===== src/rtl/dp_ctrl_pkg.sv =====
// Shared types and constants for the dp_ctrl_seq control unit.
// Optional trap on class 110 is enabled by DP_CTRL_ILLEGAL_TRAP_EN.
package dp_ctrl_pkg;

  localparam logic [15:0] RESET_PC_DEF = 16'h0000;

  localparam int CLS_HI = 15;
  localparam int CLS_LO = 13;
  localparam int OP_HI  = 12;
  localparam int OP_LO  = 9;
  localparam int RD_HI  = 8;
  localparam int RD_LO  = 6;
  localparam int RSA_HI = 5;
  localparam int RSA_LO = 3;
  localparam int RSB_HI = 2;
  localparam int RSB_LO = 0;

  typedef enum logic [2:0] {
    S_IDLE,
    S_FETCH,
    S_EXEC,
    S_MEM,
    S_HALT
  } state_t;

  typedef enum logic [2:0] {
    C_ALU_R = 3'd0,
    C_ALU_I = 3'd1,
    C_LD    = 3'd2,
    C_ST    = 3'd3,
    C_BRZ   = 3'd4,
    C_JMP   = 3'd5,
    C_RSVD  = 3'd6,
    C_HALT  = 3'd7
  } cls_t;

  typedef enum logic [1:0] {
    PC_HOLD,
    PC_INC,
    PC_BR,
    PC_JMP
  } pc_sel_t;

endpackage


===== src/rtl/dp_ctrl_decode.sv =====
// Combinational decode of IR/state/zflag into datapath controls.
// Holds no state; the top owns PC, IR, zflag and the FSM.
module dp_ctrl_decode
  import dp_ctrl_pkg::*;
#(
  parameter int BUS_WIDTH = 16
) (
  input  logic [BUS_WIDTH-1:0] ir,
  input  state_t               state,
  input  logic                 zflag,
  input  logic                 mem_ready,
  output cls_t                 cls,
  output logic                 regWrite,
  output logic [2:0]           rsA,
  output logic [2:0]           rsB,
  output logic [2:0]           rd,
  output logic [2:0]           constant_in,
  output logic                 MB,
  output logic                 MD,
  output logic [3:0]           op_select,
  output logic                 mem_req,
  output logic                 mem_we,
  output logic                 addr_dp,
  output logic                 zf_load,
  output logic                 halted,
  output pc_sel_t              pc_sel
);

  logic is_alu;

  assign cls    = cls_t'(ir[CLS_HI:CLS_LO]);
  assign is_alu = (cls == C_ALU_R) || (cls == C_ALU_I);

  always_comb begin
    regWrite    = 1'b0;
    rsA         = '0;
    rsB         = '0;
    rd          = '0;
    constant_in = '0;
    MB          = 1'b0;
    MD          = 1'b0;
    op_select   = '0;
    mem_req     = 1'b0;
    mem_we      = 1'b0;
    addr_dp     = 1'b0;
    zf_load     = 1'b0;
    halted      = 1'b0;
    pc_sel      = PC_HOLD;
    if (state == S_EXEC || state == S_MEM) begin
      rsA         = ir[RSA_HI:RSA_LO];
      rsB         = ir[RSB_HI:RSB_LO];
      rd          = ir[RD_HI:RD_LO];
      constant_in = ir[RSB_HI:RSB_LO];
      op_select   = ir[OP_HI:OP_LO];
    end
    unique case (1'b1)
      state == S_FETCH: begin
        mem_req = 1'b1;
        if (mem_ready) pc_sel = PC_INC;
      end
      state == S_EXEC: begin
        unique case (1'b1)
          is_alu: begin
            regWrite = 1'b1;
            MB       = (cls == C_ALU_I);
            zf_load  = 1'b1;
          end
          cls == C_BRZ: if (zflag) pc_sel = PC_BR;
          cls == C_JMP: pc_sel = PC_JMP;
          default: ;
        endcase
      end
      state == S_MEM: begin
        mem_req = 1'b1;
        addr_dp = 1'b1;
        mem_we  = (cls == C_ST);
        // LD write-back lands on the same edge the memory accepts
        if (cls == C_LD && mem_ready) begin
          regWrite = 1'b1;
          MD       = 1'b1;
        end
      end
      state == S_HALT: halted = 1'b1;
      default: ;
    endcase
  end

endmodule


===== src/rtl/dp_ctrl_seq.sv =====
// Multi-cycle control sequencer: PC, IR, zero flag and FSM.
// DP_CTRL_ILLEGAL_TRAP_EN: class 110 halts and sets sticky illegal.
module dp_ctrl_seq
  import dp_ctrl_pkg::*;
#(
  parameter int                   BUS_WIDTH = 16,
  parameter logic [BUS_WIDTH-1:0] RESET_PC  = BUS_WIDTH'(RESET_PC_DEF)
) (
  input  logic                 clk,
  input  logic                 rst_n,
  output logic                 mem_req,
  output logic                 mem_we,
  output logic [BUS_WIDTH-1:0] mem_addr,
  input  logic                 mem_ready,
  input  logic [BUS_WIDTH-1:0] mem_rdata,
  input  logic [BUS_WIDTH-1:0] dp_addr,
  input  logic                 dp_zero,
  output logic                 regWrite,
  output logic [2:0]           rsA,
  output logic [2:0]           rsB,
  output logic [2:0]           rd,
  output logic [2:0]           constant_in,
  output logic                 MB,
  output logic                 MD,
  output logic [3:0]           op_select,
  output logic                 halted
`ifdef DP_CTRL_ILLEGAL_TRAP_EN
  ,
  output logic                 illegal
`endif
);

  state_t               state;
  state_t               state_nx;
  logic [BUS_WIDTH-1:0] pc;
  logic [BUS_WIDTH-1:0] ir;
  logic                 zflag;
  cls_t                 cls;
  logic                 addr_dp;
  logic                 zf_load;
  pc_sel_t              pc_sel;
  logic [BUS_WIDTH-1:0] br_off;

  dp_ctrl_decode #(.BUS_WIDTH(BUS_WIDTH)) u_dec (
    .ir          (ir),
    .state       (state),
    .zflag       (zflag),
    .mem_ready   (mem_ready),
    .cls         (cls),
    .regWrite    (regWrite),
    .rsA         (rsA),
    .rsB         (rsB),
    .rd          (rd),
    .constant_in (constant_in),
    .MB          (MB),
    .MD          (MD),
    .op_select   (op_select),
    .mem_req     (mem_req),
    .mem_we      (mem_we),
    .addr_dp     (addr_dp),
    .zf_load     (zf_load),
    .halted      (halted),
    .pc_sel      (pc_sel)
  );

  // 6-bit signed branch offset split across the rd and rsB fields
  assign br_off = {{(BUS_WIDTH-6){ir[RD_HI]}},
                   ir[RD_HI:RD_LO], ir[RSB_HI:RSB_LO]};

  assign mem_addr = addr_dp ? dp_addr :
                    mem_req ? pc : '0;

  always_comb begin
    state_nx = state;
    unique case (state)
      S_IDLE:  state_nx = S_FETCH;
      S_FETCH: if (mem_ready) state_nx = S_EXEC;
      S_EXEC: begin
        unique case (cls)
          C_LD, C_ST: state_nx = S_MEM;
          C_HALT:     state_nx = S_HALT;
`ifdef DP_CTRL_ILLEGAL_TRAP_EN
          C_RSVD:     state_nx = S_HALT;
`endif
          default:    state_nx = S_FETCH;
        endcase
      end
      S_MEM:   if (mem_ready) state_nx = S_FETCH;
      S_HALT:  state_nx = S_HALT;
      default: state_nx = S_IDLE;
    endcase
  end

  always_ff @(posedge clk or negedge rst_n) begin
    if (!rst_n) begin
      state <= S_IDLE;
      pc    <= RESET_PC;
      ir    <= '0;
      zflag <= 1'b0;
    end else begin
      state <= state_nx;
      if (state == S_FETCH && mem_ready) ir <= mem_rdata;
      unique case (pc_sel)
        PC_INC:  pc <= pc + BUS_WIDTH'(1);
        PC_BR:   pc <= pc + br_off;
        PC_JMP:  pc <= dp_addr;
        default: ;
      endcase
      if (zf_load) zflag <= dp_zero;
    end
  end

`ifdef DP_CTRL_ILLEGAL_TRAP_EN
  always_ff @(posedge clk or negedge rst_n) begin
    if (!rst_n) illegal <= 1'b0;
    else if (state == S_EXEC && cls == C_RSVD) illegal <= 1'b1;
  end
`endif

endmodule


===== config.mk =====
export PLATFORM = sky130hd
export DESIGN_NAME = dp_ctrl_seq
export DESIGN_NICKNAME = d
export VERILOG_FILES = /design/src/rtl/dp_ctrl_pkg.sv /design/src/rtl/dp_ctrl_decode.sv /design/src/rtl/dp_ctrl_seq.sv
export SDC_FILE = /design/constraint.sdc
export NUM_CORES = 1
export LEC_CHECK = 0
export BUFFER_PORTS_ARGS = -buffer_cell sky130_fd_sc_hd__clkbuf_2
export CAP_MARGIN = 10
export CORE_ASPECT_RATIO = 1.1
export CORE_UTILIZATION = 51
export DETAILED_ROUTE_END_ITERATION = 6
export HOLD_SLACK_MARGIN = 0.05
export PLACE_DENSITY = 0.79
export SLEW_MARGIN = 40
export SYNTH_ARGS = -nofsm -noshare
export SYNTH_HDL_FRONTEND = slang
export SYNTH_SLANG_ARGS = --single-unit

===== constraint.sdc =====
create_clock -name clk -period 10.3 [get_ports clk]
set_clock_uncertainty 0.15 [all_clocks]
set_input_delay 1.545 -clock clk [delete_from_list [all_inputs] [get_ports clk]]
set_output_delay 1.545 -clock clk [all_outputs]
set_load 0.1 [all_outputs]

==> impl_metrics.tcl <==
set metrics [dict create \
    hpwl_um 4230 \
    crit_required_ns 8.61 \
    drv_slew 0 \
    setup_viol 0 \
    crit_path_start_kind "input port" \
    synth_common_cells "dfrtp_1 (36), nor2_1 (31), mux2i_1 (19)" \
    max_freq_mhz 237 \
    grtUsageTotal 0.235 \
    postRouteAntennaNets 0 \
    rsz0062_at_grt "false" \
    wl_per_cell_um 14.7 \
    grt.overflow.total 0 \
    dp_slack_ns 6.05 \
    nNetsFinal 387 \
    crit_fanout 4 \
    hold_buffers 0 \
    antenna_found_initial 0 \
    cts_tree "yes" \
    synth_area_mm2 0.00256 \
    synthesis.instances 285 \
    syn-num-nets 327 \
    row_count 26 \
    async_flop_share 1.00 \
    io_buffers 73 \
    period_share 0.410 \
    clock_sinks 36 \
    setup_ws_ns 6.07 \
    syn_area_per_cell_um2 8.98 \
    fin_tns_setup_ns 0 \
    cts_setup_buffers 0 \
    yosys_warnings 0 \
    clk_path_buf_depth 2 \
    num_vias 2294 \
    drive_above_1_share 0.327 \
    setup.worst_path.end_class "output pin" \
    grt_pass1_wl_um 10300 \
    critPathArrivalTime_ns 2.53 \
    ys.flop_type "dfrtp_1" \
    grt_max_degree 37 \
    start_util 0.539 \
    status "complete, no violations" \
    yosysSeqAreaShare 0.352 \
    root_buffer "clkbuf_8" \
    synth_seq_cells 36 \
    htree_levels 2 \
    drv_cap 0 \
    area_growth_pct 18.5 \
    whs_ns 0.359 \
    synth_top_area_cell "dfrtp_1" \
    worstMarginPinSlew_ns 0.801 \
    cts_buffers 5 \
    synth_edf_count 0 \
    period_minus_slack_ns 4.23 \
    min_path_type "reg2reg" \
    die_height_um 76.3 \
    diodes 0 \
    viasPerCell 5.71 \
    synth_cell_types 56 \
    drcViolationCount 0 \
    cts_resized 0 \
    fill_cells 430 \
    fin_util 0.639 \
    max_slew_margin 0.464 \
    hold-path-cell-count 1 \
    synth_top_cell_area_share 0.352 \
    ff2ff_path_depth 12 \
    first_iter_violations 108 \
    dieArea_mm2 0.00531 \
    finalWeightedCongestion 0.831 \
    grt_pass1_vias 2300 \
    clkLatencyLatePin_ns 0.29 \
    synth.most_common_cell "dfrtp_1" \
    crit_type "in2out" \
    clk_pin_slew_ns 0.07 \
    die_x_um 69.6 \
    wirelength_um 5900 \
    ios 74 \
    drt-pass1-iter-count 4 \
    synth.top_cells.by_area "dfrtp_1 (35%), mux2i_1 (7.4%), mux2_2 (7.0%)" \
    core_mm2 0.00475 \
    finalHoldViolCount 0 \
]
## layout by cell type (no fill, tap or decap), types with 6 or more instances in the layout
cell type | synthesis | layout
clkbuf_2 | 0 | 72
dfrtp_1 | 36 | 36
nor2_1 | 31 | 31
mux2i_1 | 19 | 19
and2_1 | 18 | 18
nand2_1 | 17 | 17
mux2_2 | 16 | 16
nor3_1 | 13 | 13
a21oi_1 | 12 | 12
and3_1 | 9 | 9
o22ai_1 | 9 | 9
nand3_1 | 8 | 8
o21ai_0 | 7 | 7
clkbuf_8 | 0 | 6
## metal layers
| layer | GRT usage | wire length, um | vias to the layer above | share of wire |
|---|---|---|---|---|
| met1 | 0.298 | 2630 | 1082 | 0.45 |
| met5 | 0 | 0 | - | 0 |
| met3 | 0.0529 | 301 | 5 | 0.051 |
| met4 | 0.0551 | 50 | 0 | 0.0085 |
| met2 | 0.404 | 2920 | 68 | 0.50 |
| li1 | - | - | 1139 | - |
## critical path, stage by stage
cell	delay, ns
clkbuf_2	0.11
nor3b_1	0.26
or2_2	0.17
clkbuf_2	0.44
## stage by stage
step | area [um^2] | cells
after floorplan | 2560 | 285
after global placement | 2920 | 394
after detailed placement | 2930 | 394
after CTS | 3030 | 402
after global routing | 3030 | 402
final | 3030 | 402
## final cells by class
type                    count  area (um^2)  share of cell area
clock buffers               6         82.6              0.0272
clock inverters             2         15.0             0.00495
inverters                   4         15.0             0.00495
multi-input cells         223         1570               0.517
flip-flops and latches     36          901               0.297
well taps                  56         70.1              0.0231
repair buffers             75          383               0.126
## sequential cells by signal, indices dropped and copies added, names as in the netlist
name / flops
zflag: 1
ir: 16
state: 3
pc: 16
## path summary, 6_finish.rpt
kind / start / to / slack [ns]
worst max-delay path: mem_ready / regWrite / 6.07
worst min-delay path: ir[4] / ir[4] / 0.36
worst max register to register: state[1] / pc[10] / 6.38
worst min register to register: ir[4] / ir[4] / 0.36
max in group asynchronous: rst_n / pc[2] / 8.57
min in group asynchronous: rst_n / pc[12] / 1.08
## kinds of logic after synthesis
family	synth area share
AND/OR/NAND/NOR	0.268
buffers and inverters	0.0489
AO/OA/AOI/OAI	0.137
multiplexers	0.145
flip-flops	0.352
adder cells (fa/ha/maj)	0.0323
XOR/XNOR	0.0171
Power is not shown: default switching activity piles up to over one toggle a cycle in this logic, so the estimate is an artifact.
